--- src/rtl/mem_wb_reg_pkg.sv ---
// Shared RV32I types for the MEM/WB stage: load funct3 codes, MEM/WB FSM
// states and the packed writeback bundle.
package rv32i_types;

  typedef enum logic [2:0] {
    F3_LB  = 3'b000,
    F3_LH  = 3'b001,
    F3_LW  = 3'b010,
    F3_LBU = 3'b100,
    F3_LHU = 3'b101
  } load_funct3_t;

  typedef enum logic [1:0] {
    IDLE = 2'd0,
    WAIT = 2'd1,
    HELD = 2'd2
  } mem_wb_state_t;

  typedef struct packed {
    logic        valid;
    logic [4:0]  rd;
    logic        we;
    logic [31:0] data;
  } mem_wb_t;

endpackage

--- src/rtl/mem_wb_reg_load_fmt.sv ---
// Combinational load-data extraction: picks the byte/half/word addressed by
// the low address bits and sign- or zero-extends it according to funct3.
module load_fmt
  import rv32i_types::*;
(
  input  logic [31:0] src,
  input  logic [1:0]  offset,
  input  logic [2:0]  funct3,
  output logic [31:0] data
);

  logic [7:0]  byte_sel;
  logic [15:0] half_sel;

  always_comb begin
    byte_sel = src[8*offset +: 8];
    // Halves ignore offset[0]: misaligned accesses are silently aligned down.
    half_sel = offset[1] ? src[31:16] : src[15:0];
    data     = '0;
    case (funct3)
      F3_LB:   data = {{24{byte_sel[7]}}, byte_sel};
      F3_LBU:  data = {24'd0, byte_sel};
      F3_LH:   data = {{16{half_sel[15]}}, half_sel};
      F3_LHU:  data = {16'd0, half_sel};
      F3_LW:   data = src;
      default: data = '0;
    endcase
  end

endmodule

--- src/rtl/mem_wb_reg.sv ---
// MEM/WB pipeline register with D-cache response hold and load formatting.
// Optional MEM_WB_PERF_EN adds memory-stall and memory-op counters.
module mem_wb_reg
  import rv32i_types::*;
(
  input  logic        clk,
  input  logic        rst,
  input  logic        exe_mem_valid,
  input  logic        is_load,
  input  logic        is_store,
  input  logic [2:0]  funct3,
  input  logic [4:0]  rd,
  input  logic        rd_we,
  input  logic [31:0] alu_out,
  input  logic [31:0] mem_rdata_d,
  input  logic        mem_rdy,
  input  logic        stall_in,
  output logic        mem_stall,
  output logic        mem_done,
  output logic        wb_valid,
  output logic [4:0]  wb_rd,
  output logic        wb_we,
  output logic [31:0] wb_data
`ifdef MEM_WB_PERF_EN
  ,
  output logic [31:0] perf_mem_stall_cycles,
  output logic [31:0] perf_mem_ops
`endif
);

  mem_wb_state_t state, state_next;
  logic [31:0]   hold_q;
  logic [31:0]   src;
  logic [31:0]   load_data;
  logic [31:0]   fmt;
  logic          memop;
  logic          advance;
  logic          capture;
  mem_wb_t       wb_q;

  assign memop     = exe_mem_valid & (is_load | is_store);
  assign mem_stall = memop & ~mem_rdy & (state != HELD);
  assign mem_done  = (state == HELD);
  assign advance   = ~stall_in & ~mem_stall;
  assign src       = (state == HELD) ? hold_q : mem_rdata_d;

  load_fmt u_load_fmt (
    .src    (src),
    .offset (alu_out[1:0]),
    .funct3 (funct3),
    .data   (load_data)
  );

  assign fmt = is_load ? load_data : alu_out;

  always_comb begin
    state_next = state;
    capture    = 1'b0;
    case (state)
      IDLE: begin
        if (memop && !mem_rdy) begin
          state_next = WAIT;
        end else if (memop && mem_rdy && stall_in) begin
          state_next = HELD;
          capture    = 1'b1;
        end
      end
      WAIT: begin
        if (mem_rdy && stall_in) begin
          state_next = HELD;
          capture    = 1'b1;
        end else if (mem_rdy) begin
          state_next = IDLE;
        end
      end
      HELD: begin
        if (!stall_in) state_next = IDLE;
      end
      default: state_next = IDLE;
    endcase
  end

  always_ff @(posedge clk or posedge rst) begin
    if (rst) begin
      state  <= IDLE;
      hold_q <= '0;
    end else begin
      state <= state_next;
      if (capture) hold_q <= mem_rdata_d;
    end
  end

  always_ff @(posedge clk or posedge rst) begin
    if (rst) begin
      wb_q <= '0;
    end else if (advance) begin
      wb_q.valid <= exe_mem_valid;
      wb_q.rd    <= rd;
      wb_q.we    <= rd_we;
      wb_q.data  <= fmt;
    end
  end

  assign wb_valid = wb_q.valid;
  assign wb_rd    = wb_q.rd;
  assign wb_we    = wb_q.valid & wb_q.we;
  assign wb_data  = wb_q.data;

`ifdef MEM_WB_PERF_EN
  always_ff @(posedge clk or posedge rst) begin
    if (rst) begin
      perf_mem_stall_cycles <= '0;
      perf_mem_ops          <= '0;
    end else begin
      if (mem_stall)         perf_mem_stall_cycles <= perf_mem_stall_cycles + 32'd1;
      if (advance && memop)  perf_mem_ops          <= perf_mem_ops + 32'd1;
    end
  end
`endif

endmodule

--- config.mk ---
export PLATFORM = sky130hd
export DESIGN_NAME = mem_wb_reg
export DESIGN_NICKNAME = d
export VERILOG_FILES = /design/src/rtl/mem_wb_reg_pkg.sv /design/src/rtl/mem_wb_reg_load_fmt.sv /design/src/rtl/mem_wb_reg.sv
export SDC_FILE = /design/constraint.sdc
export NUM_CORES = 1
export LEC_CHECK = 0
export BUFFER_PORTS_ARGS = -buffer_cell sky130_fd_sc_hd__buf_2
export CORE_MARGIN = 5
export CORE_UTILIZATION = 45
export CTS_BUF_LIST = sky130_fd_sc_hd__clkbuf_8
export DETAILED_ROUTE_END_ITERATION = 16
export GPL_TIMING_DRIVEN = 0
export PLACE_DENSITY = 0.79
export SYNTH_ARGS = -nofsm -noshare
export SYNTH_HDL_FRONTEND = slang
export SYNTH_SLANG_ARGS = --single-unit
--- constraint.sdc ---
create_clock -name clk -period 2.35 [get_ports clk]
set_input_delay 0.235 -clock clk [delete_from_list [all_inputs] [get_ports clk]]
set_output_delay 0.235 -clock clk [all_outputs]
set_load 0.05 [all_outputs]
Word level (Yosys, flattened, before mapping)
Index checks and enable logic that the tools add are counted.

operators by class
  equal/unequal tests = 10
  shift operators = 1
  muxes and demuxes = 14
  bitwise gates (word level) = 9
  reduce and logical (&&, ||, !) cells = 8

operator list
  operator              number
  $pmux W32 S5          1
  $mux W32              2
  $shiftx A32 B6 Y8     1
  $mux W16              1
  $mux W2               5
  $eq A3 B3 Y1 const B  2
  $ne A3 B3 Y1 const B  2
  $pmux W2 S3           1
  $and A1 B1 Y1         5
  $logic_and A1 B1 Y1   4
  $ne A2 B2 Y1 const B  2
  $eq A3 B1 Y1 const B  1
  $eq A3 B2 Y1 const B  1
  $logic_not A3 Y1      1
  $mux W1               3
  $not A1 Y1            3
  $reduce_and A3 Y1     1
  $eq A2 B1 Y1 const B  1
  $eq A2 B2 Y1 const B  1
  $logic_not A2 Y1      1
  $pmux W1 S2           1
  $logic_not A1 Y1      1
  $or A1 B1 Y1          1

storage, ports and cells
  bits in registers = 73
  input port bits = 80
  output and inout bits = 41
  logic and storage cells = 48

Longest topological paths before layout
  depth in word-level cells = 7
  mapped depth = 9
  depth with buffers taken out = 6

Cells and area by module
A second synthesis with hierarchy kept.

second synthesis, totals
  cell total of the unflattened synthesis = 462
  area total of the unflattened synthesis = 4869.7 um^2

modules (own cells, without submodules)
  module      times used  cells an instance  area an instance (um^2)
  mem_wb_reg  1           353                4057.6
  load_fmt    1           109                812.0

Worst setup path before layout
No wires, ideal clock.

  kind = flip-flop to output port
  from = reg state[1]
  to = out mem_stall
  data arrival time = 2.192 ns
  path slack = -0.077 ns
  cell stages (with the launch flop) = 6
  buffers on the path = 2
  cells stage by stage = dfrtp_1 > nand2b_1 > buf_4 > inv_4 > clkbuf_1 > nor3_1

between the ends
  cells in the longest elaborated chain, start to end = 2

RTL lines
  item                    RTL line          text
  from (decl)             mem_wb_reg.sv:31  mem_wb_state_t state, state_next;
  from (signal assigned)  mem_wb_reg.sv:88  state <= state_next;
  $ne A2 B2 Y1            mem_wb_reg.sv:42  assign mem_stall = memop & ~mem_rdy & (state != HELD);
  $and A1 B1 Y1           mem_wb_reg.sv:42
  to (decl)               mem_wb_reg.sv:18  output logic mem_stall,

No other way between the ends.

Worst setup path after layout
  from = reg state[1]
  to = reg wb_q, in the netlist wb_data[3]

between the ends
  cells in the longest elaborated chain, start to end = 5
  elaborated cells between the ends (all ways) = 10

RTL lines
  item                                           RTL line                                              text
  $eq A2 B2 Y1                                   mem_wb_reg.sv:45                                      assign src = (state == HELD) ? hold_q : mem_rdata_d;
  $mux W32                                       mem_wb_reg.sv:45
  $shiftx A32 B6 Y8 or $mux W16 (tied branches)  mem_wb_reg_load_fmt.sv:16, mem_wb_reg_load_fmt.sv:18
  $pmux W32 S5                                   mem_wb_reg_load_fmt.sv:20                             case (funct3)
  $mux W32                                       mem_wb_reg.sv:54                                      assign fmt = is_load ? load_data : alu_out;
  to (decl)                                      mem_wb_reg.sv:39                                      mem_wb_t wb_q;

Several ways; a longest one is shown, not always the timed one.
A chain may end at the register's enable or synchronous reset.

==> summary.md <==
| Metric | Value |
|---|---|
| CTS sink cnt | 73 |
| Overall power | 0.003843 W |
| Worst reg2reg startpoint | state[1] |
| Mapped Cells | roughly 480 |
| Area grow syn2layout | 23.81% |
| H-tree depth | 3 |
| Cell depth of the worst hold path | 3 |
| Row Count | 36 |
| Mapped Avg Cell Area | approximately 9.3 um^2 |
| Fmax | 436.5 MHz |
| Slew @ Worst Pin | 0.9978 ns |
| I/O pin count | 121 |
| Maximum VDD drop | 0.2914 mV |
| Multi-input combinational cell area | 0.002186 mm^2 |
| Register clock-pin slew on the reported worst setup and hold paths | 0.07 ns |
| Reg-to-reg endpoint | wb_data[3] |
| Die area | approximately 0.012 mm^2 |
| FF+latch count, synth | 73 |
| Data arrival time of the worst path | 2.51 ns |
| Num CTS Buffers | 9 |
| Pwr/cell area | around 700 mW/mm^2 |
| Worst R2R Path Depth | 7 |
| Commonest non-fill, non-tap cell in the layout | buf_2 |
| CP Cell Sequence | nand2b_4 > buf_6 > clkbuf_2 > mux2i_2 > mux2i_1 > a221oi_1 > o21ai_0 |
| Largest net degree at the start of global routing | 74 |
| Worst Path Required | 2.57 ns |
| Slowest cell delay on critical path | 0.49 ns |
| Initial core utilization | 0.4558 |
| Initial antenna violation count | 0 |
| Crit-path leading delay family | multiplexers |
| Pleak | 2.718 nW |
| Crit Path Max Fanout | 10 |
| Hold path start | rd[3] |
| Post-DP HPWL | approximately 10000 um |
| Starting DRT DRC Count | ~230 |
| Synth cell types | 42 |
| Final Max Tran Viols | 0 |
| Routed vias | 3936 |
| Die Y | 109.0 um |
| Seq/Total Area, Yosys | 0.4138 |
| Gp weighted congestion | 0.8820 |
| PortBufs | 117 |
| First-pass GRT wire length | 20330 um |
| Most frequent cells in the layout | buf_2 (118), dfrtp_1 (73), nand2_1 (59), buf_4 (45), o21ai_0 (41) |
| Vias in the first global route | 3959 |
| DR WL/cell | 17.44 um |
| Worst Clk Skew | 0.01064 ns |
| Buf+Inv Stages, Crit Path | 2 |
| End of the worst hold path | wb_rd[3] |
| Longest Clk Path Bufs | 2 |
| Period utilization | 0.9748 |
| Post-Route WL | ~13000 um |
| Outcome | complete, no violations |
| Largest cells by area after synthesis | dfrtp_1 (41%), mux2_2 (8.4%), mux2i_1 (7.7%) |
| Final setup violation count | 0 |
| CP Launch Type | flop |
| DR vias/cell | ~5.3 |
| Endpoints failing hold | 0 |
| Worst Hold Class | primary input to flop |
| Max Cap Viol | 0 |
| Asr flop ratio synth | 1.000 |
| Kind of critical path | flop to flop |
| CTS tree | done |
| Residual DRC count | 0 |
| Sequential cell area | 0.001827 mm^2 |
| Initial DRT Pass Iterations | 4 |
| Post-synth EDFFs | 0 |
| Ys flop type | dfrtp_1 |
| Synth area leader | dfrtp_1 |
| DRT antenna net count | 0 |
| Crit. End Element | flop |
| Mapped Nets | 555 |
| Tmin final | between 2 and 2.5 ns |
| Yosys Warn Count | 0 |
| Slowest stage cell, crit path | mux2i_2 |
| Setup TNS Final | 0 ns |
| Filler cells | just under 900 |
| GRT Total Usage | 0.2253 |
| Clock root cell | clkbuf_8 |
| CORE AREA | 0.009684 mm^2 |
| Antenna Cells | 0 |
| Die X | between 100 and 150 um |
| Final #Nets | 694 |
| Clock Latency Late Sink | ~0.35 ns |
| Max_slew headroom | 0.3334 |
| Synth top area share | 0.4138 |
| Share of cells above drive strength 1 | 0.3902 |
| Mapped cell area | ~0.0044 mm^2 |
| Register-to-Register Setup Slack | 0.06 ns |
| GRT overflow | 0 |
| RSZ-0062 raised after global routing | no |
[per-stage QoR]
step,hold WS (ns),instances,setup WS (ns),util,cell area (um^2)
floorplan,0.3006,475,0.02651,-,4419
global placement,0.4329,725,-0.6441,0.5340,5171
detailed placement,0.3511,726,-0.2875,0.5371,5201
CTS,0.06916,746,0.001712,0.5606,5429
global route,0.08086,748,0.005191,0.5643,5465
finish,0.07776,748,0.05924,0.5643,5465
[logic make-up (layout without fill, tap and decap cells)]
logic type | Yosys count | count (layout) | share of synthesized area
flops | 73 | 73 | 0.4138
buf+inv | 72 | 212 | 0.09779
mux | 69 | 69 | 0.1715
compound gates | 108 | 108 | 0.1519
simple gates | 153 | 153 | 0.1650
[routing by layer]
metal	global-route usage	vias to the layer above	wire length, um
met1	0.2992	1869	5748
met3	0.04677	19	791
met5	0	-	0
li1	-	1907	-
met2	0.3693	141	6263
met4	0.06943	0	244
[synth_stat cells, drive strengths merged (2+ instances only)]
master  instances
a211oi          2
a21oi          34
a221oi          4
and2            3
and3            5
buf            44
clkbuf         20
dfrtp          73
inv             8
mux2           33
mux2i          34
mux4            2
nand2          59
nand2b          2
nand3           2
nor2           27
nor2b          27
nor3           10
o211ai          2
o21ai          41
o22ai          14
o31ai           2
or3            16
[flip-flops by register name, indices dropped and copies added, names as in the netlist]
signal and flops:
hold_q 32, wb_data 32, wb_rd 5, state 2, wb_q 1, wb_valid 1
[worst max path at each step]
stage                              to      from  slack (ns)  cells after the start
after floorplan           wb_data[17]  state[0]        0.03                      9
after CTS                  wb_data[3]  state[1]       0.002                      7
after detailed placement   wb_data[3]  state[1]       -0.29                      7
after global placement    wb_data[13]       rst       -0.64                      2
final                      wb_data[3]  state[1]        0.06                      7
after global routing      wb_data[16]  state[0]       0.005                      8
[what timing repair did]
action,in CTS,in global routing
hold buffers,1,0
pin swaps,2,2
hold endpoints to repair,73,0
buffers inserted,6,4
setup endpoints to repair,38,36
gates cloned,1,0
resized for setup,10,9
[power breakdown]
part / switching [W] / internal [W] / total, W / leakage, nW
clock network: 0.000443 / 0.000352 / 0.000795 / 0.0779
logic: 0.000846 / 0.000562 / 0.00141 / 1.74
registers: 0.000134 / 0.00151 / 0.00164 / 0.896
total: 0.00142 / 0.00242 / 0.00384 / 2.72
[tightest hold or removal path, stage by stage]
cell and delay [ns]:
buf_2 0.08, nand2_1 0.04, nand2_1 0.04
[area by class of cell]
| class | instances | area share |
|---|---|---|
| Buffer | 62 | 0.07166 |
| Clock buffer | 9 | 0.02266 |
| Clock inverter | 3 | 0.002518 |
| Inverter | 8 | 0.007326 |
| Multi-Input combinational cell | 330 | 0.4000 |
| Sequential cell | 73 | 0.3342 |
| Tap cell | 133 | 0.03045 |
| Timing Repair Buffer | 130 | 0.1312 |
Note: power is estimated with default switching activity, not from simulation.
